$ cat src/rtl/feeder_pkg.sv
// Shared constants, state encoding and helpers for the west-edge skew feeder.
package feeder_pkg;

    localparam int LANE_W = 9;
    localparam int DATA_W = 8;

    typedef logic [1:0] state_t;

    localparam state_t ST_IDLE   = 2'd0;
    localparam state_t ST_STREAM = 2'd1;
    localparam state_t ST_DRAIN  = 2'd2;
    localparam state_t ST_DONE   = 2'd3;

    function automatic int clog2(input int v);
        int w;
        w = 0;
        while ((1 << w) < v) w++;
        return w;
    endfunction

endpackage

$ cat src/rtl/west_skew_feeder_if.sv
// Vector-push, stream-command and west-lane bundle between the feeder and its neighbours.
interface west_skew_feeder_if #(
    parameter int ROWS  = 4,
    parameter int LEN_W = 8
);
    import feeder_pkg::*;

    logic [ROWS*DATA_W-1:0] i_vec;
    logic                   i_vec_valid;
    logic                   o_vec_ready;
    logic                   i_start;
    logic [LEN_W-1:0]       i_len;
    logic [ROWS*LANE_W-1:0] o_west;
    logic                   o_busy;
    logic                   o_done;

    modport slave (
        input  i_vec, i_vec_valid, i_start, i_len,
        output o_vec_ready, o_west, o_busy, o_done
    );

    modport master (
        output i_vec, i_vec_valid, i_start, i_len,
        input  o_vec_ready, o_west, o_busy, o_done
    );

endinterface

$ cat src/rtl/row_vec_fifo.sv
// Row-vector FIFO with wrap-bit pointers and registered full/empty flags; no write-through.
module row_vec_fifo
    import feeder_pkg::*;
#(
    parameter int WIDTH = 32,
    parameter int DEPTH = 8
) (
    input  logic             i_clk,
    input  logic             i_rst_n,
    input  logic             i_push,
    input  logic [WIDTH-1:0] i_wdata,
    input  logic             i_pop,
    output logic [WIDTH-1:0] o_rdata,
    output logic             o_full,
    output logic             o_empty
);

    localparam int AW = clog2(DEPTH);

    logic [WIDTH-1:0] r_mem [DEPTH];
    logic [AW:0]      r_wr_ptr;
    logic [AW:0]      r_rd_ptr;
    logic             r_full;
    logic             r_empty;
    logic             w_do_push;
    logic             w_do_pop;
    logic [AW:0]      w_wr_nxt;
    logic [AW:0]      w_rd_nxt;

    assign w_do_push = i_push && !r_full;
    assign w_do_pop  = i_pop && !r_empty;
    assign w_wr_nxt  = r_wr_ptr + {{AW{1'b0}}, w_do_push};
    assign w_rd_nxt  = r_rd_ptr + {{AW{1'b0}}, w_do_pop};

    always_ff @(posedge i_clk) begin
        if (w_do_push) r_mem[r_wr_ptr[AW-1:0]] <= i_wdata;
    end

    // Flags are computed from the next pointers so they are valid right after the edge.
    always_ff @(posedge i_clk or negedge i_rst_n) begin
        if (!i_rst_n) begin
            r_wr_ptr <= '0;
            r_rd_ptr <= '0;
            r_full   <= 1'b0;
            r_empty  <= 1'b1;
        end else begin
            r_wr_ptr <= w_wr_nxt;
            r_rd_ptr <= w_rd_nxt;
            r_full   <= (w_wr_nxt[AW] != w_rd_nxt[AW]) &&
                        (w_wr_nxt[AW-1:0] == w_rd_nxt[AW-1:0]);
            r_empty  <= (w_wr_nxt == w_rd_nxt);
        end
    end

    assign o_rdata = r_mem[r_rd_ptr[AW-1:0]];
    assign o_full  = r_full;
    assign o_empty = r_empty;

endmodule

$ cat src/rtl/west_skew_feeder.sv
// Buffers row vectors and streams them into the PE array west edge with per-row systolic skew.
//
//  state  | meaning
//  IDLE   | waiting for i_start; pushes still accepted
//  STREAM | pop one vector per cycle when available, bubble otherwise
//  DRAIN  | ROWS cycles of lane-0 bubbles while the skew chains empty
//  DONE   | one cycle; o_done pulses on the following cycle
module west_skew_feeder
    import feeder_pkg::*;
#(
    parameter int ROWS  = 4,
    parameter int DEPTH = 8,
    parameter int LEN_W = 8
) (
    input  logic              i_clk,
    input  logic              i_rst_n,
    west_skew_feeder_if.slave bus
);

    localparam int DR_W = clog2(ROWS + 1);

    state_t                 r_state;
    state_t                 w_state_nxt;
    logic [LEN_W-1:0]       r_remaining;
    logic [DR_W-1:0]        r_drain;
    logic                   r_done;
    logic [ROWS*LANE_W-1:0] r_cap;
    logic [ROWS*LANE_W-1:0] w_west;
    logic [ROWS*DATA_W-1:0] w_rdata;
    logic                   w_push;
    logic                   w_pop;
    logic                   w_full;
    logic                   w_empty;

    assign w_push = bus.i_vec_valid && !w_full;
    assign w_pop  = (r_state == ST_STREAM) && !w_empty;

    row_vec_fifo #(
        .WIDTH (ROWS*DATA_W),
        .DEPTH (DEPTH)
    ) u_fifo (
        .i_clk   (i_clk),
        .i_rst_n (i_rst_n),
        .i_push  (w_push),
        .i_wdata (bus.i_vec),
        .i_pop   (w_pop),
        .o_rdata (w_rdata),
        .o_full  (w_full),
        .o_empty (w_empty)
    );

    always_comb begin
        w_state_nxt = r_state;
        case (r_state)
            ST_IDLE:   if (bus.i_start) w_state_nxt = (bus.i_len == '0) ? ST_DONE : ST_STREAM;
            ST_STREAM: if (w_pop && (r_remaining == LEN_W'(1))) w_state_nxt = ST_DRAIN;
            ST_DRAIN:  if (r_drain == '0) w_state_nxt = ST_DONE;
            default:   w_state_nxt = ST_IDLE;
        endcase
    end

    // o_done is registered off DONE so it lands one edge after the state visit.
    always_ff @(posedge i_clk or negedge i_rst_n) begin
        if (!i_rst_n) begin
            r_state     <= ST_IDLE;
            r_remaining <= '0;
            r_drain     <= '0;
            r_done      <= 1'b0;
        end else begin
            r_state <= w_state_nxt;
            r_done  <= (r_state == ST_DONE);
            if ((r_state == ST_IDLE) && bus.i_start) r_remaining <= bus.i_len;
            else if (w_pop)                          r_remaining <= r_remaining - LEN_W'(1);
            if (r_state == ST_STREAM)                       r_drain <= DR_W'(ROWS - 1);
            else if ((r_state == ST_DRAIN) && (r_drain != '0)) r_drain <= r_drain - DR_W'(1);
        end
    end

    always_ff @(posedge i_clk or negedge i_rst_n) begin
        if (!i_rst_n) begin
            r_cap <= '0;
        end else begin
            for (int i = 0; i < ROWS; i++) begin
                r_cap[i*LANE_W +: LANE_W] <= w_pop ? {1'b1, w_rdata[i*DATA_W +: DATA_W]}
                                                   : {LANE_W{1'b0}};
            end
        end
    end

    assign w_west[0 +: LANE_W] = r_cap[0 +: LANE_W];

    for (genvar r = 1; r < ROWS; r++) begin : g_lane
        logic [LANE_W-1:0] r_sh [r];

        always_ff @(posedge i_clk or negedge i_rst_n) begin
            if (!i_rst_n) begin
                for (int k = 0; k < r; k++) r_sh[k] <= '0;
            end else begin
                r_sh[0] <= r_cap[r*LANE_W +: LANE_W];
                for (int k = 1; k < r; k++) r_sh[k] <= r_sh[k-1];
            end
        end

        assign w_west[r*LANE_W +: LANE_W] = r_sh[r-1];
    end

    assign bus.o_west      = w_west;
    assign bus.o_vec_ready = !w_full;
    assign bus.o_busy      = (r_state == ST_STREAM) || (r_state == ST_DRAIN);
    assign bus.o_done      = r_done;

endmodule

$ cat src/flat_wrapper.sv
// flat-port wrapper written by rule: the top's interface ports become plain ports
module west_skew_feeder_flat import feeder_pkg::*;
#(
    parameter int ROWS  = 4,
    parameter int DEPTH = 8,
    parameter int LEN_W = 8
)
  (i_clk, i_rst_n, bus_i_vec, bus_i_vec_valid, bus_i_start, bus_i_len, bus_o_vec_ready, bus_o_west, bus_o_busy, bus_o_done);
  west_skew_feeder_if #(.ROWS(ROWS), .LEN_W(LEN_W)) bus_i ();
  input  logic i_clk;
  input  logic i_rst_n;
  input wire logic [$bits(bus_i.i_vec)-1:0] bus_i_vec;
  input wire logic [$bits(bus_i.i_vec_valid)-1:0] bus_i_vec_valid;
  input wire logic [$bits(bus_i.i_start)-1:0] bus_i_start;
  input wire logic [$bits(bus_i.i_len)-1:0] bus_i_len;
  output wire logic [$bits(bus_i.o_vec_ready)-1:0] bus_o_vec_ready;
  output wire logic [$bits(bus_i.o_west)-1:0] bus_o_west;
  output wire logic [$bits(bus_i.o_busy)-1:0] bus_o_busy;
  output wire logic [$bits(bus_i.o_done)-1:0] bus_o_done;
  assign bus_i.i_vec = bus_i_vec;
  assign bus_i.i_vec_valid = bus_i_vec_valid;
  assign bus_i.i_start = bus_i_start;
  assign bus_i.i_len = bus_i_len;
  assign bus_o_vec_ready = bus_i.o_vec_ready;
  assign bus_o_west = bus_i.o_west;
  assign bus_o_busy = bus_i.o_busy;
  assign bus_o_done = bus_i.o_done;
  west_skew_feeder #(.ROWS(ROWS), .DEPTH(DEPTH), .LEN_W(LEN_W)) u_core (.i_clk(i_clk), .i_rst_n(i_rst_n), .bus(bus_i));
endmodule
$ cat config.mk
export PLATFORM = sky130hd
export DESIGN_NAME = west_skew_feeder_flat
export DESIGN_NICKNAME = d
export VERILOG_FILES = /design/src/rtl/feeder_pkg.sv /design/src/rtl/west_skew_feeder_if.sv /design/src/rtl/row_vec_fifo.sv /design/src/rtl/west_skew_feeder.sv /design/src/flat_wrapper.sv
export SDC_FILE = /design/constraint.sdc
export NUM_CORES = 1
export LEC_CHECK = 0
export CAP_MARGIN = 10
export CORE_UTILIZATION = 50
export DETAILED_ROUTE_END_ITERATION = 8
export PLACE_DENSITY_LB_ADDON = 0.2
export SYNTH_ARGS = -nofsm -noshare
export SYNTH_HDL_FRONTEND = slang
export SYNTH_HIERARCHICAL = 1
export SYNTH_SLANG_ARGS = --single-unit
$ cat constraint.sdc
create_clock -name i_clk -period 5.6 [get_ports i_clk]
set_input_delay 0.84 -clock i_clk [delete_from_list [all_inputs] [get_ports i_clk]]
set_output_delay 0.84 -clock i_clk [all_outputs]
set_load 0.005 [all_outputs]
==> results.cfg <==
[outcome]
status = completed

[yosys]
postSynthCellCount = 654
syn_area_um2 = 13700
syn_nets = 711
yosysWarnings = 6
syn_area_per_cell_um2 = 21.0
synth_cell_types = 36
ys_seq_elements = 364
synth_seq_area_share_pct = 75.8

[grt]
grt_overflow = 0
grt_max_degree = 67
grt_antenna_before_repair = 0
grt_pass1_vias = 6351
grt_usage_pct = 17.0
grt_pass1_wl_mm = 35.9

[clocking]
clock_path_buffers = 3
clock_sinks = 364
cts_tree = yes
cts_hold_buf = 0
worstSkewPairLatency_ps = 520
cts_htree_levels = 2
cts_resized = 0
post-cts-setup-buffer-count = 0
numCtsBuffers = 37
path_clk_slew_ps = 60
cts_root_buf = clkbuf_16

[min_path]
worst_hold_path_type = reg2reg

[timing]
tns_ps = 0
maxSlewHeadroom_pct = 17.7
final-setup-viol-count = 0
rsz0062_at_grt = no
finalMaxSlewViolations = 0
worst_hold_slack_ps = 341
fmax_ghz = 0.343
fin_worst_skew_ps = 20.7
worst_slew_pin_slew_ps = 1230
hold_viol = 0
finalCritPeriodShare_pct = 52.1
finalCriticalPeriod_ps = 2920

[floorplan]
fp.dieArea_um2 = 28100
start_util_pct = 50.9
io_pins = 83
die_w_um = 168
num_rows = 60
coreArea_um2 = 27000
dieHeight_um = 168

[routing]
drt_pass1_iterations = 4
drc = 0
wl_per_cell_um = 20.9
drt.antenna.violating_nets = 0
wirelength_mm = 22.9
drt_iter0_markers = 390
vias = 5977
post_drt_via_cell_ratio = 5.45

[layout]
final_common_cell = edfxtp_1
nets = 784
final_util_pct = 59.0
n_antenna_cell = 0
drive_gt1_share_pct = 15.4
stdcell_count = 1096
most-common-layout-cells = edfxtp_1 (256), dfrtp_1 (104), clkdlybuf4s50_1 (81), mux4_1 (56), clkbuf_16 (37)
syn_to_final_growth_pct = 15.9

[setup_path]
cp.required_ps = 5720
crit_fanout = 32
worstPathArrival_ps = 3030
critPathKind = in2reg
worstSetupStartpointType = primary input
critical_path.endpoint_type = flip-flop

[place]
io_buffers = 82
gp_congestion = 0.778
dp_cells = 1029
hpwl_mm = 12.4

[job]
drv_cap = 0

[power_and_ir_drop]
total_power_w = 0.00822
cellPowerDensity_nw_per_um2 = 518
ir_drop_v = 0.000322
leakage_nw = 5.85
==> worst paths after layout <==
kind	startpoint	end	slack, ps	depth (start not counted)
hold / removal	u_core/g_lane[3].r_sh[22]	u_core/g_lane[3].r_sh[13]	340	0
hold reg to reg	u_core/g_lane[3].r_sh[22]	u_core/g_lane[3].r_sh[13]	340	0
max in group asynchronous	i_rst_n	u_core/u_fifo/r_rd_ptr[0]	4000	2
min in group asynchronous	i_rst_n	u_core/bus.o_west[28]	410	1
setup reg to reg	u_core/r_state[1]	u_core/u_fifo/o_empty	2680	9
setup / recovery	bus_i_vec_valid	u_core/u_fifo/r_mem[3][13]	2680	5
==> state kept, by name, summed over array words and instances (netlist names) <==
name	cells
u_core/u_fifo/o_full	1
u_core/r_cap	33
u_core/bus.o_done	1
u_core/g_lane.r_sh	33
u_core/u_fifo/r_wr_ptr	4
u_core/r_remaining	8
u_core/r_drain	3
u_core/bus.o_west	18
u_core/u_fifo/o_empty	1
u_core/u_fifo/r_rd_ptr	4
u_core/r_state	2
u_core/u_fifo/r_mem	256
==> where the power goes <==
part | internal (W) | switching, W | leakage [nW] | total (W)
Combinational | 0.00108 | 0.000832 | 1.52 | 0.00191
Sequential | 0.00354 | 0.000365 | 3.73 | 0.00390
Clock | 0.00145 | 0.000968 | 0.593 | 0.00241
Total | 0.00606 | 0.00216 | 5.85 | 0.00822
==> area by class of cell <==
cell class              count  area, um2
fillers                  1912      11100
flip-flops and latches    364      10400
multi-input cells         227       2970
clock buffers              48        997
repair buffers             86        848
well taps                 341        427
clock inverters            19        203
inverters                  11       41.3
==> per-stage QoR <==
stage                     area, um2  setup slack [ps]
after floorplan               13700              1670
after global placement        14700              2150
after global routing          15900              2410
final                         15900              2680
after detailed placement      14700              2140
after CTS                     15900              2630
==> synth_stat cells (all sizes together) <==
library cell / n / area share, %
nand4b: 1 / 0.064
nor4: 1 / 0.046
o211ai: 1 / 0.055
nand3: 6 / 0.26
nor2: 13 / 0.36
mux2: 32 / 2.6
a32oi: 1 / 0.064
dfrtp: 107 / 20
or4: 1 / 0.055
or2b: 1 / 0.055
and4: 1 / 0.064
mux2i: 2 / 0.15
nor2b: 4 / 0.18
and2: 33 / 1.5
or4b: 1 / 0.073
nand2b: 5 / 0.23
nor4b: 2 / 0.13
o21ai: 11 / 0.48
ha: 13 / 1.2
edfxtp: 256 / 56
clkbuf: 10 / 0.27
buf: 42 / 2.4
nor3: 3 / 0.11
a211o: 1 / 0.064
nand2: 13 / 0.36
dfstp: 1 / 0.19
mux4: 64 / 12
xor2: 11 / 0.70
xnor2: 6 / 0.38
inv: 11 / 0.30
==> kinds of logic (layout without fill, tap and decap cells) <==
family / count (synthesis) / after routing / synth area share, %
buffers and inverters: 63 / 164 / 2.94
multiplexers: 98 / 98 / 14.8
XOR/XNOR: 17 / 17 / 1.09
AND/OR/NAND/NOR: 85 / 85 / 3.48
flip-flops: 364 / 364 / 75.8
AO/OA/AOI/OAI: 14 / 14 / 0.667
adder cells (fa/ha/maj): 13 / 13 / 1.19
==> critical path: stages <==
cell and delay, ps:
clkdlybuf4s50_1 450, nor2b_1 130, nor2b_1 300, nand2_1 280, nor2_4 1010
==> per-layer routing <==
layer / up-vias / wire length (um) / part of all wire (%) / GRT usage, %
li1: 2682 / - / - / -
met1: 3093 / 10000 / 44 / 23.3
met3: 37 / 1160 / 5.0 / 2.77
met2: 165 / 11300 / 49 / 28.2
met5: - / 0 / 0 / 0
met4: 0 / 485 / 2.1 / 5.50
Note: power is estimated with default switching activity, not from simulation.
